## src/rtl/vga_frame_reader_pkg.sv

```systemverilog
// Shared constants, pipeline entry type and colour-bar lookup for the VGA read path.
// Default timing is 640x480@60 with a 25 MHz pixel rate derived from sys_clk.
package vga_frame_reader_pkg;

  localparam int DEF_H_ACTIVE = 640;
  localparam int DEF_H_FP     = 16;
  localparam int DEF_H_SYNC   = 96;
  localparam int DEF_H_BP     = 48;
  localparam int DEF_V_ACTIVE = 480;
  localparam int DEF_V_FP     = 10;
  localparam int DEF_V_SYNC   = 2;
  localparam int DEF_V_BP     = 33;
  localparam int DEF_H_TOTAL  = DEF_H_ACTIVE + DEF_H_FP + DEF_H_SYNC + DEF_H_BP;
  localparam int DEF_V_TOTAL  = DEF_V_ACTIVE + DEF_V_FP + DEF_V_SYNC + DEF_V_BP;

  localparam int ADDR_W = 19;
  localparam int PIX_W  = 12;
  localparam int CNT_W  = 10;

  // One entry per pixel tick; valid marks the slot that carries a real pixel.
  typedef struct packed {
    logic       valid;
    logic       active;
    logic       hs;
    logic       vs;
    logic       first;
    logic       pat;
    logic [2:0] bar;
  } pipe_t;

  function automatic logic [PIX_W-1:0] bar_colour(input logic [2:0] idx);
    logic [PIX_W-1:0] c;
    case (idx)
      3'd0:    c = 12'hFFF;
      3'd1:    c = 12'hFF0;
      3'd2:    c = 12'h0FF;
      3'd3:    c = 12'h0F0;
      3'd4:    c = 12'hF0F;
      3'd5:    c = 12'hF00;
      3'd6:    c = 12'h00F;
      default: c = 12'h000;
    endcase
    return c;
  endfunction

endpackage

```

## src/rtl/vga_frame_reader_timing_gen.sv

```systemverilog
// Pixel tick divider plus horizontal/vertical counters and the raw region flags
// decoded combinationally from the current counter values.
module vga_frame_reader_timing_gen
  import vga_frame_reader_pkg::*;
#(
  parameter int CLK_DIV  = 4,
  parameter int H_ACTIVE = DEF_H_ACTIVE,
  parameter int H_FP     = DEF_H_FP,
  parameter int H_SYNC   = DEF_H_SYNC,
  parameter int H_BP     = DEF_H_BP,
  parameter int V_ACTIVE = DEF_V_ACTIVE,
  parameter int V_FP     = DEF_V_FP,
  parameter int V_SYNC   = DEF_V_SYNC,
  parameter int V_BP     = DEF_V_BP
) (
  input  logic             sys_clk,
  input  logic             rst,
  output logic             tick_o,
  output logic [CNT_W-1:0] hcnt_o,
  output logic [CNT_W-1:0] vcnt_o,
  output logic             active_o,
  output logic             hs_raw_o,
  output logic             vs_raw_o
);

  localparam int H_TOTAL = H_ACTIVE + H_FP + H_SYNC + H_BP;
  localparam int V_TOTAL = V_ACTIVE + V_FP + V_SYNC + V_BP;
  localparam int DIV_W   = (CLK_DIV > 1) ? $clog2(CLK_DIV) : 1;

  logic [DIV_W-1:0] div_q, div_d;
  logic [CNT_W-1:0] hcnt_q, hcnt_d;
  logic [CNT_W-1:0] vcnt_q, vcnt_d;
  logic             tick;

  assign tick = (div_q == DIV_W'(CLK_DIV - 1));

  always_comb begin
    div_d  = tick ? '0 : div_q + 1'b1;
    hcnt_d = hcnt_q;
    vcnt_d = vcnt_q;
    if (tick) begin
      if (hcnt_q == CNT_W'(H_TOTAL - 1)) begin
        hcnt_d = '0;
        vcnt_d = (vcnt_q == CNT_W'(V_TOTAL - 1)) ? '0 : vcnt_q + 1'b1;
      end else begin
        hcnt_d = hcnt_q + 1'b1;
      end
    end
  end

  always_ff @(posedge sys_clk or posedge rst) begin
    if (rst) begin
      div_q  <= '0;
      hcnt_q <= '0;
      vcnt_q <= '0;
    end else begin
      div_q  <= div_d;
      hcnt_q <= hcnt_d;
      vcnt_q <= vcnt_d;
    end
  end

  assign tick_o   = tick;
  assign hcnt_o   = hcnt_q;
  assign vcnt_o   = vcnt_q;
  assign active_o = (hcnt_q < CNT_W'(H_ACTIVE)) && (vcnt_q < CNT_W'(V_ACTIVE));
  assign hs_raw_o = (hcnt_q >= CNT_W'(H_ACTIVE + H_FP)) &&
                    (hcnt_q <  CNT_W'(H_ACTIVE + H_FP + H_SYNC));
  assign vs_raw_o = (vcnt_q >= CNT_W'(V_ACTIVE + V_FP)) &&
                    (vcnt_q <  CNT_W'(V_ACTIVE + V_FP + V_SYNC));

endmodule

```

## src/rtl/vga_frame_reader.sv

```systemverilog
// VGA read path: running frame-buffer address, read-latency pipeline for sync/DE,
// colour-bar test pattern and the pin registers, all in the sys_clk domain.
module vga_frame_reader
  import vga_frame_reader_pkg::*;
#(
  parameter int CLK_DIV  = 4,
  parameter int RD_LAT   = 1,
  parameter int H_ACTIVE = DEF_H_ACTIVE,
  parameter int H_FP     = DEF_H_FP,
  parameter int H_SYNC   = DEF_H_SYNC,
  parameter int H_BP     = DEF_H_BP,
  parameter int V_ACTIVE = DEF_V_ACTIVE,
  parameter int V_FP     = DEF_V_FP,
  parameter int V_SYNC   = DEF_V_SYNC,
  parameter int V_BP     = DEF_V_BP
) (
  input  logic              sys_clk,
  input  logic              rst,
  input  logic              test_pattern,
  output logic [ADDR_W-1:0] raddr_vga,
  input  logic [PIX_W-1:0]  rdata_vga,
  output logic [3:0]        vga_r,
  output logic [3:0]        vga_g,
  output logic [3:0]        vga_b,
  output logic              vga_hs,
  output logic              vga_vs,
  output logic              vga_de,
  output logic              frame_start
);

  localparam int H_TOTAL = H_ACTIVE + H_FP + H_SYNC + H_BP;
  localparam int V_TOTAL = V_ACTIVE + V_FP + V_SYNC + V_BP;
  localparam int BAR_W   = H_ACTIVE / 8;

  logic             tick, active, hs_raw, vs_raw;
  logic [CNT_W-1:0] hcnt, vcnt;
  logic             first_px, last_px, frame_end;

  vga_frame_reader_timing_gen #(
    .CLK_DIV (CLK_DIV),
    .H_ACTIVE(H_ACTIVE),
    .H_FP    (H_FP),
    .H_SYNC  (H_SYNC),
    .H_BP    (H_BP),
    .V_ACTIVE(V_ACTIVE),
    .V_FP    (V_FP),
    .V_SYNC  (V_SYNC),
    .V_BP    (V_BP)
  ) u_timing (
    .sys_clk (sys_clk),
    .rst     (rst),
    .tick_o  (tick),
    .hcnt_o  (hcnt),
    .vcnt_o  (vcnt),
    .active_o(active),
    .hs_raw_o(hs_raw),
    .vs_raw_o(vs_raw)
  );

  assign first_px  = (hcnt == '0) && (vcnt == '0);
  assign last_px   = (hcnt == CNT_W'(H_ACTIVE - 1)) && (vcnt == CNT_W'(V_ACTIVE - 1));
  assign frame_end = (hcnt == CNT_W'(H_TOTAL - 1)) && (vcnt == CNT_W'(V_TOTAL - 1));

  logic [ADDR_W-1:0] addr_q, addr_d;
  logic              pat_q, pat_d;
  logic [2:0]        bar_idx;
  pipe_t             push, tail;
  pipe_t             pipe_q [RD_LAT];
  logic [PIX_W-1:0]  rgb_q, rgb_d;
  logic              hs_q, vs_q, de_q, fs_q;

  assign tail = pipe_q[RD_LAT-1];

  always_comb begin
    bar_idx = '0;
    for (int i = 1; i < 8; i++) begin
      if (hcnt >= CNT_W'(i * BAR_W)) bar_idx = 3'(i);
    end

    // Holding at the last visible address keeps the counter within the buffer.
    addr_d = addr_q;
    if (tick) begin
      if (frame_end)              addr_d = '0;
      else if (active && !last_px) addr_d = addr_q + 1'b1;
    end

    // The first pixel of a frame already uses the freshly sampled mode.
    pat_d = (tick && first_px) ? test_pattern : pat_q;

    push        = '0;
    push.valid  = tick;
    push.active = active;
    push.hs     = hs_raw;
    push.vs     = vs_raw;
    push.first  = first_px;
    push.pat    = pat_d;
    push.bar    = bar_idx;

    if (!tail.active)  rgb_d = '0;
    else if (tail.pat) rgb_d = bar_colour(tail.bar);
    else               rgb_d = rdata_vga;
  end

  always_ff @(posedge sys_clk or posedge rst) begin
    if (rst) begin
      addr_q <= '0;
      pat_q  <= 1'b0;
      for (int i = 0; i < RD_LAT; i++) pipe_q[i] <= '0;
      rgb_q  <= '0;
      hs_q   <= 1'b1;
      vs_q   <= 1'b1;
      de_q   <= 1'b0;
      fs_q   <= 1'b0;
    end else begin
      addr_q    <= addr_d;
      pat_q     <= pat_d;
      pipe_q[0] <= push;
      for (int i = 1; i < RD_LAT; i++) pipe_q[i] <= pipe_q[i-1];
      fs_q <= tail.valid & tail.first;
      if (tail.valid) begin
        rgb_q <= rgb_d;
        de_q  <= tail.active;
        hs_q  <= ~tail.hs;
        vs_q  <= ~tail.vs;
      end
    end
  end

  assign raddr_vga   = addr_q;
  assign vga_r       = rgb_q[11:8];
  assign vga_g       = rgb_q[7:4];
  assign vga_b       = rgb_q[3:0];
  assign vga_hs      = hs_q;
  assign vga_vs      = vs_q;
  assign vga_de      = de_q;
  assign frame_start = fs_q;

endmodule
```

## config.mk

```make
export PLATFORM = sky130hd
export DESIGN_NAME = vga_frame_reader
export DESIGN_NICKNAME = d
export VERILOG_FILES = /design/src/rtl/vga_frame_reader_pkg.sv /design/src/rtl/vga_frame_reader_timing_gen.sv /design/src/rtl/vga_frame_reader.sv
export SDC_FILE = /design/constraint.sdc
export NUM_CORES = 1
export LEC_CHECK = 0
export BUFFER_PORTS_ARGS = -buffer_cell sky130_fd_sc_hd__buf_2
export CAP_MARGIN = 10
export CORE_MARGIN = 10
export CORE_UTILIZATION = 50
export DETAILED_ROUTE_END_ITERATION = 8
export PLACE_DENSITY = 0.71
export SYNTH_ARGS = -nofsm -noshare
export SYNTH_HDL_FRONTEND = slang
export SYNTH_HIERARCHICAL = 1
export SYNTH_SLANG_ARGS = --single-unit
```

## constraint.sdc

```tcl
create_clock -name sys_clk -period 2.77 [get_ports sys_clk]
set_clock_uncertainty 0.15 [all_clocks]
set_input_delay 0.1385 -clock sys_clk [delete_from_list [all_inputs] [get_ports sys_clk]]
set_output_delay 0.1385 -clock sys_clk [all_outputs]
set_load 0.02 [all_outputs]
```

-- Yosys cells after proc, flatten, opt, wreduce, memory -nomap -nowiden
Cells that the tools add are included.
- bits of input ports: 15
- flip-flop bits (word level): 66
- equality and inequality tests: 11
- bitwise logic cells: 3
- reductions and logical operators: 15
- magnitude comparators: 13
- $add $sub $neg: 4
- multiplexer cells: 15
- operators by type and width (cell ; count):
    one-hot mux 12 bit (7 select lines) ; 1
    greater-or-equal comparator 10 x 9 -> 1 bit, second input constant ; 4
    2-to-1 mux 19 bit ; 2
    == test 10 bit, second input constant ; 3
    2-to-1 mux 12 bit ; 2
    adder 10 x 1 -> 10 bit, second input constant ; 2
    greater-or-equal comparator 10 bit, second input constant ; 2
    greater-or-equal comparator 10 x 8 -> 1 bit, second input constant ; 2
    zero test 10 bit ; 2
    less-than comparator 10 bit, second input constant ; 2
    less-than comparator 10 x 9 -> 1 bit, second input constant ; 2
    2-to-1 mux 10 bit ; 2
    adder 19 x 1 -> 19 bit, second input constant ; 1
    2-to-1 mux 3 bit ; 6
    == test 10 x 9 -> 1 bit, second input constant ; 1
    greater-or-equal comparator 10 x 7 -> 1 bit, second input constant ; 1
    == test 3 bit, second input constant ; 3
    logical AND 1 bit ; 8
    == test 3 x 2 -> 1 bit, second input constant ; 2
    AND reduction 2 bit ; 2
    == test 3 x 1 -> 1 bit, second input constant ; 1
    zero test 3 bit ; 1
    adder 2 x 1 -> 2 bit, second input constant ; 1
    == test 2 bit, second input constant ; 1
    other kinds (6) ; 7

-- Longest topological paths before layout
Gate-level depths: netlist of the first run.
- depth in word-level cells: 8
- depth in mapped cells: 10
- gate-level depth less buffers: 9

-- Modules after synthesis
Netlist of the first run, hierarchy kept.
- by module, submodules not included (module ; sequential area each (µm²) ; cells an instance ; area an instance (µm²) ; times used):
    vga_frame_reader ; 1103.6 ; 236 ; 2304.7 ; 1
    vga_frame_reader_timing_gen ; 550.5 ; 118 ; 1161.1 ; 1

-- Worst setup path before layout of the first run
No wires, ideal clock.
- kind: register to register
- from: register u_timing.hcnt_q[6], in the netlist u_timing/hcnt_o[6]
- to: register u_timing.hcnt_q[9], in the netlist u_timing/hcnt_o[9]
- slack: 0.579 ns
- library setup time: 0.131 ns
- required time: 2.489 ns
- cell stages (with the launch flop): 6
- arrival time: 1.910 ns
- path buffers: 1
- path through: dfrtp_1 > or4b_1 > buf_2 > or3_4 > o211a_1 > or3_1
- word-level cells in the longest chain between the ends: 2
- ends and longest elaborated chain (element ; RTL line ; text):
    start: declaration ; vga_frame_reader_timing_gen.sv:31 ; logic [CNT_W-1:0] hcnt_q, hcnt_d;
    start signal: assignment ; vga_frame_reader_timing_gen.sv:58 ; hcnt_q <= hcnt_d;
    adder 10 x 1 -> 10 bit / == test 10 bit (equally long branches) ; vga_frame_reader_timing_gen.sv:46, vga_frame_reader_timing_gen.sv:42 ;
    2-to-1 mux 10 bit (*) ; vga_frame_reader_timing_gen.sv:42 ; if (hcnt_q == CNT_W'(H_TOTAL - 1)) begin
Mark *: on every way between the ends. The rest lies on a longest branch, timed or not.
A chain may end at the register's enable or synchronous reset.

-- Worst setup path after layout of the first run
- from: register u_timing.vcnt_q[6], in the netlist u_timing/vcnt_o[6]
- to: register addr_q[9], in the netlist raddr_vga[9]
- RTL lines (element ; RTL line ; text):
    start: declaration ; vga_frame_reader_timing_gen.sv:32 ; logic [CNT_W-1:0] vcnt_q, vcnt_d;
    start signal: assignment ; vga_frame_reader_timing_gen.sv:59 ; vcnt_q <= vcnt_d;
    less-than comparator 10 x 9 -> 1 bit ; vga_frame_reader_timing_gen.sv:66 ; assign active_o = (hcnt_q < CNT_W'(H_ACTIVE)) && (vcnt_q < CNT_W'(V_ACTIVE));
    logical AND 1 bit ; vga_frame_reader_timing_gen.sv:66 ;
    via active ; vga_frame_reader.sv:35 ; logic tick, active, hs_raw, vs_raw;
    logical AND 1 bit ; vga_frame_reader.sv:84 ; else if (active && !last_px) addr_d = addr_q + 1'b1;
    nonzero test 2 bit (no line) ; n/a ;
    AND reduction 2 bit (no line) ; n/a ;
    end signal: assignment ; vga_frame_reader.sv:115 ; addr_q <= addr_d;
    end: declaration ; vga_frame_reader.sv:64 ; logic [ADDR_W-1:0] addr_q, addr_d;
The timed path passes the listed nets, and every way through them passes these cells.

==> results.sh, run 1 <==
export IMPL_final_common_cell="dfrtp_1"
export IMPL_drv_slew=0
export IMPL_tightest_slew_ns=0.865
export IMPL_ant_nets=0
export IMPL_ys_seq_elements=66
export IMPL_internal_power_w=0.00143
export IMPL_synth_warnings=6
export IMPL_synthesis_area_um2=3470
export IMPL_antenna_found_initial=0
export IMPL_fin_setup_tns_ns=0
export IMPL_drive_above_1_share=0.220
export IMPL_slowest_stage="dfrtp_1"
export IMPL_start_kind="flop"
export IMPL_power_leakage_nw=1.95
export IMPL_max_slew_margin=0.422
export IMPL_crit_chain="and3_1, nand2_1, nand2_1, nor2_1, inv_1, nor2_1, o211ai_2, o41ai_1"
export IMPL_dr_total_vias=3101
export IMPL_post_cts_setup_buffer_count=0
export IMPL_grt_usage=0.173
export IMPL_clkLatencyLatePin_ns=0.34
export IMPL_min_period_over_period=0.882
export IMPL_hpwlAfterDp_um=6100
export IMPL_hold_viol=0
export IMPL_gp_congestion=0.901
export IMPL_pwr_share_clk=0.426
export IMPL_nNetsFinal=452
export IMPL_area_growth_pct=20.6
export IMPL_worstPathMaxFanout=6
export IMPL_critPathArrivalTime_ns=2.52
export IMPL_ios=50
export IMPL_ir_drop_mv=0.270
export IMPL_die_y_um=103
export IMPL_avgSynthCellArea_um2=9.79
export IMPL_seqCellArea_um2=1650
export IMPL_clkTransAtPathRegs_ns=0.08
export IMPL_worstSetupPathType="flop to flop"
export IMPL_fp_dieW_um=103
export IMPL_numPortBuffers=49
export IMPL_grt_ovfl_total=0
export IMPL_drc_errors=0
export IMPL_drt_pass1_iterations=5
export IMPL_start_util=0.513
export IMPL_synth_cell_types=67
export IMPL_multi_input_comb_area_um2=1630
export IMPL_clock_sinks=66
export IMPL_placed_cells=486
export IMPL_async_reset_ff_frac=1.00
export IMPL_swShare=0.239
export IMPL_rows=30
export IMPL_routedWlPerCell_um=16.8
export IMPL_synth_edf_count=0
export IMPL_cts_buffers=9
export IMPL_seq_power_share=0.521
export IMPL_cts_tree="done"
export IMPL_report_final_setup_viol=0
export IMPL_diodes=0
export IMPL_required_ns=2.85
export IMPL_endpoint_kind="flop"
export IMPL_status="finished, final reports clean"
export IMPL_setup_ws_ns=0.326
export IMPL_routed_via_density=6.01
export IMPL_final_cell_area_um2=4180
export IMPL_max_freq_mhz=409
export IMPL_fill_cells=565
export IMPL_grt_setup_unrepaired="no"
export IMPL_core_area_um2=6760
export IMPL_fin_cells=516
export IMPL_cts_max_level=3
export IMPL_synth_seq_area_share=0.477
export IMPL_holdWs_ns=0.229
export IMPL_syn_nets=375
export IMPL_final_cell_mix="dfrtp_1, buf_2, nand2_1"
export IMPL_clockBufferDepth=2
export IMPL_grt_pass1_wl_um=14800
export IMPL_synth_ff_type="dfrtp_1"
export IMPL_dp_slack_ns=0.370
export IMPL_worst_r2r_path_depth=8
export IMPL_grt_pass1_vias=2999
export IMPL_power_switching_w=0.000451
export IMPL_grt_max_degree=23
export IMPL_power_density_nw_per_um2=451
export IMPL_syn_inst=354
export IMPL_hp_class="primary input to asynchronous set/reset pin"
export IMPL_cp_slowest_stage_delay_ns=0.45
export IMPL_layout_min_cycle_time_ns=2.44
export IMPL_design_die_area_um2=10700
export IMPL_cts_root_buf="clkbuf_8"
export IMPL_power_share_combinational=0.053
export IMPL_drt_wl_total_um=8690
export IMPL_first_iter_violations=164
export IMPL_place_area_um2=3840
export IMPL_cap_viol_max_count=0
-- layout make-up --
cell class | instances | share of cell area
clock buffers | 10 | 0.0305
repair buffers | 78 | 0.119
flip-flops and latches | 66 | 0.396
clock inverters | 6 | 0.0159
well taps | 80 | 0.0240
multi-input cells | 249 | 0.390
inverters | 27 | 0.0243
-- Yosys cell counts, types with 3 or more instances --
library cell,count,share of area
nor2b_1,3,0.0054
xnor2_1,5,0.013
nand4b_1,3,0.0076
and2_1,4,0.0072
o211ai_1,10,0.022
nand2_1,32,0.035
a31oi_1,3,0.0054
o21ai_0,10,0.014
dfrtp_1,64,0.46
mux2i_1,3,0.0087
o31ai_1,4,0.0087
and4_1,3,0.0076
and3_1,6,0.011
xor2_1,6,0.015
nand3_1,22,0.032
nand2b_1,3,0.0054
a21oi_1,19,0.027
nor3_1,7,0.010
nor2_1,16,0.017
o22ai_1,14,0.025
clkbuf_1,4,0.0043
o41ai_1,4,0.010
nor4_1,7,0.013
ha_1,6,0.022
inv_1,27,0.029
nand4_1,15,0.027
or4b_1,3,0.0087
-- routing by layer --
layer,GRT usage,routed length (µm),vias to the layer above
li1,-,-,1473
met1,0.223,3740,1501
met2,0.282,4280,111
met3,0.0379,517,16
met4,0.0545,154,0
met5,0,0,-
-- flip-flops by register name (all words and copies together) (netlist names) --
signal / cells
frame_start: 1
pipe_q: 9
raddr_vga: 19
rgb_q: 12
u_timing/div_q: 2
u_timing/hcnt_o: 10
u_timing/vcnt_o: 10
vga_de: 1
vga_hs: 1
vga_vs: 1
-- power groups by stage --
| stage | logic, W | clock network, W | registers [W] |
|---|---|---|---|
| floorplan | 0.0000359 | 0 | 0.00101 |
| global route | 0.000110 | 0.000875 | 0.000982 |
| global placement | 0.0000834 | 0 | 0.000999 |
| finish | 0.0000998 | 0.000803 | 0.000981 |
| CTS | 0.000101 | 0.000825 | 0.000981 |
| detailed placement | 0.0000853 | 0 | 0.00100 |
-- final timing paths --
check / to / slack, ns / start
setup / recovery: raddr_vga[9] / 0.33 / u_timing/vcnt_o[6]
hold / removal: raddr_vga[4] / 0.23 / rst
setup reg to reg: raddr_vga[9] / 0.33 / u_timing/vcnt_o[6]
hold reg to reg: vga_vs / 0.23 / pipe_q[5]
max in group asynchronous: u_timing/hcnt_o[2] / 1.53 / rst
min in group sys_clk: vga_vs / 0.23 / pipe_q[5]
-- timing repair --
| action | in CTS | in global routing |
|---|---|---|
| hold endpoints to repair | 51 | 0 |
| hold buffers | 14 | 0 |
| gates resized for setup | 0 | 0 |
-- cell families (layout without fill, tap and decap cells) --
group / Yosys count / in the layout / share of synthesized area
and+or+nand+nor: 144 / 144 / 0.243
AOI/OAI and AO/OA: 82 / 82 / 0.160
DFF: 66 / 66 / 0.477
buffers and inverters: 39 / 121 / 0.0520
xor gates and xnor gates: 11 / 11 / 0.0278
adders and majority gates: 7 / 7 / 0.0245
muxes: 5 / 5 / 0.0152
-- metrics by stage --
| step | total power (W) | utilization |
|---|---|---|
| after floorplan | 0.00105 | - |
| final | 0.00188 | 0.619 |
| after CTS | 0.00191 | 0.619 |
| after detailed placement | 0.00108 | 0.569 |
| after global placement | 0.00108 | 0.569 |
| after global routing | 0.00197 | 0.619 |
-- worst max-delay path, delay by kind of cell, from the launching register on --
| family | cells | cell delay [ns] |
|---|---|---|
| and+or+nand+nor | 5 | 0.99 |
| buffers and inverters | 1 | 0.12 |
| AOI/OAI and AO/OA | 2 | 0.63 |
| DFF | 1 | 0.45 |
(Power assumes the default switching activity.)
==> inputs of run 2 (changes only) <==
--- a/config.mk
+++ b/config.mk
@@ -5,6 +5,7 @@
 export SDC_FILE = /design/constraint.sdc
 export NUM_CORES = 1
 export LEC_CHECK = 0
+export ABC_AREA = 1
 export BUFFER_PORTS_ARGS = -buffer_cell sky130_fd_sc_hd__buf_2
 export CAP_MARGIN = 10
 export CORE_MARGIN = 10
==> results.sh, run 2 <==
export IMPL_status="finished, final reports clean"
export IMPL_cp_endpoint="raddr_vga[7]"
export IMPL_start_util=0.519
export IMPL_cts_tree="done"
export IMPL_finalPower_w=0.00204
export IMPL_cts_root_buf="clkbuf_8"
export IMPL_syn_inst=525
export IMPL_worst_r2r_path_depth=9
export IMPL_grt_max_degree=27
export IMPL_cap_viol_max_count=0
export IMPL_routed_via_density=4.90
export IMPL_antenna_found_initial=0
export IMPL_netlist_area_leader_share=0.423
export IMPL_drt_wl_total_um=8770
export IMPL_fill_cells=688
export IMPL_nNetsFinal=615
export IMPL_drc_errors=0
export IMPL_grt_ovfl_total=0
export IMPL_hpwlAfterDp_um=6300
export IMPL_die_y_um=107
export IMPL_numPortBuffers=49
export IMPL_ant_nets=0
export IMPL_largest_reg_flops=19
export IMPL_core_area_um2=7290
export IMPL_rows=31
export IMPL_routedWlPerCell_um=12.6
export IMPL_post_cts_setup_buffer_count=0
export IMPL_layout_min_cycle_time_ns=2.28
export IMPL_final_cell_mix="nand2_1, nor2_1, dfrtp_1"
export IMPL_power_share_combinational=0.039
export IMPL_ff2ff_setup_slack_ns=0.49
export IMPL_required_ns=2.90
export IMPL_syn_nets=546
export IMPL_dr_total_vias=3421
export IMPL_clkTransAtPathRegs_ns=0.08
export IMPL_synthesis_area_um2=3780
export IMPL_swShare=0.214
export IMPL_hp_class="primary input to asynchronous set/reset pin"
export IMPL_power_density_nw_per_um2=455
export IMPL_cts_hold_repair_buffers=14
export IMPL_worstPathMaxFanout=10
export IMPL_cts_max_level=3
export IMPL_grt_usage=0.157
export IMPL_grt_pass1_wl_um=14900
export IMPL_drt_pass1_iterations=5
export IMPL_rr_startpoint="u_timing/hcnt_o[9]"
export IMPL_worstSetupPathType="flop to flop"
export IMPL_hold_viol=0
export IMPL_critPathArrivalTime_ns=2.41
export IMPL_cts_resized=0
export IMPL_design_die_area_um2=11400
export IMPL_ir_drop_mv=0.331
export IMPL_synth_ff_type="dfrtp_1"
export IMPL_drv_slew=0
export IMPL_ys_seq_elements=66
export IMPL_diodes=0
export IMPL_pwr_share_clk=0.482
export IMPL_clkLatencyLatePin_ns=0.34
export IMPL_fin_setup_tns_ns=0
export IMPL_yosysTopAreaCell="dfrtp_1"
export IMPL_cts_buffers=9
export IMPL_max_freq_mhz=439
export IMPL_synth_warnings=6
export IMPL_yosysMostFrequentCell="nand2_1"
export IMPL_drive_above_1_share=0.162
export IMPL_internal_power_w=0.00161
export IMPL_gp_congestion=0.883
export IMPL_endpoint_kind="flop"
export IMPL_grt_setup_unrepaired="no"
export IMPL_clock_sinks=66
export IMPL_ys_top_cells_by_area="dfrtp_1, nand2_1, nor2_1"
export IMPL_power_leakage_nw=2.30
export IMPL_clockBufferDepth=2
export IMPL_final_common_cell="nand2_1"
export IMPL_r2r_end="raddr_vga[7]"
export IMPL_tightest_slew_ns=0.868
export IMPL_grt_pass1_vias=3217
export IMPL_synth_cell_types=37
export IMPL_seq_power_share=0.480
export IMPL_report_final_setup_viol=0
export IMPL_synth_edf_count=0
export IMPL_max_slew_margin=0.420
export IMPL_fp_dieW_um=107
export IMPL_cp_startpoint="u_timing/hcnt_o[9]"
export IMPL_ios=50
export IMPL_first_iter_violations=164
export IMPL_power_switching_w=0.000438
export IMPL_avgSynthCellArea_um2=7.21
export IMPL_start_kind="flop"
export IMPL_synth_common_cells="nand2_1, nor2_1, dfrtp_1, inv_1, nand3_1"
export IMPL_min_period_over_period=0.823
export IMPL_async_reset_ff_frac=1.00
export IMPL_synth_seq_area_share=0.437
export IMPL_area_growth_pct=18.9
==> run 2: cell count changes after synthesis, moves of 6 or more <==
cell      previous run  this run
and3_1               6         0
a21oi_1             19         4
nor2_2               0        11
xor2_1               6        12
inv_1               27        59
nor2_1              16        75
o22ai_1             14         0
o211ai_1            10         0
nand3_1             22        28
o21ai_0             10        26
nand4_1             15         7
nand2_1             32       183
==> run 2: cells by family (layout without fill, tap and decap cells) <==
kind of cell	Yosys count	count (layout)	share of synthesized area
and+or+nand+nor	322	322	0.357
buffers and inverters	69	143	0.0764
DFF	66	66	0.437
AOI/OAI and AO/OA	44	44	0.0678
xor gates and xnor gates	18	18	0.0417
adders and majority gates	6	6	0.0198
==> run 2: critical path, cell delays in order (launching register included) <==
cell and delay (ns):
dfrtp_1 0.48, nand2_1 0.17, inv_1 0.07, nor4_1 0.47, inv_1 0.08, o21bai_2 0.22, a21oi_2 0.26, buf_4 0.21
nand2_1 0.05, nand2_1 0.06
==> run 2: layout make-up <==
cell class,count,area [µm²],area share
clock buffer,10,128,0.0284
clock inverter,6,115,0.0256
inverter,61,229,0.0509
multi-input combinational,390,1840,0.409
sequential,66,1650,0.368
tap,99,124,0.0275
timing repair buffer,66,408,0.0907
==> run 2: stage by stage <==
stage          setup slack, ns  hold WS [ns]  std cells  utilization  area, µm²
6_report                 0.492         0.218        698        0.617       4500
3_5_place_dp             0.571        0.0341        668        0.564       4120
4_1_cts                  0.482         0.205        698        0.617       4500
3_3_place_gp             0.631        0.0276        668        0.564       4120
5_1_grt                  0.256         0.252        698        0.617       4500
2_1_floorplan            0.858       -0.0223        525            -       3780
==> run 2: worst min-delay path by stage <==
stage,start,cells past startpoint,end
3_5_place_dp,rst,2,rgb_q[8]
6_report,rst,3,rgb_q[8]
2_1_floorplan,rst,1,u_timing/div_q[0]
4_1_cts,rst,3,rgb_q[8]
5_1_grt,rst,3,rgb_q[8]
3_3_place_gp,rst,2,rgb_q[8]
==> run 2: power groups by stage <==
stage,clock [W],combinational (W),sequential [W]
2_1_floorplan,0,0.0000274,0.00101
3_3_place_gp,0,0.0000639,0.000998
3_5_place_dp,0,0.0000657,0.000999
4_1_cts,0.00101,0.0000808,0.000980
5_1_grt,0.00105,0.0000892,0.000982
6_report,0.000985,0.0000792,0.000981
==> run 2: layer usage <==
metal	GRT usage	routed length, µm	up-vias
met5	0	0	-
met4	0.0493	115	0
met3	0.0515	502	9
met2	0.254	4090	67
met1	0.193	4060	1578
li1	-	-	1767
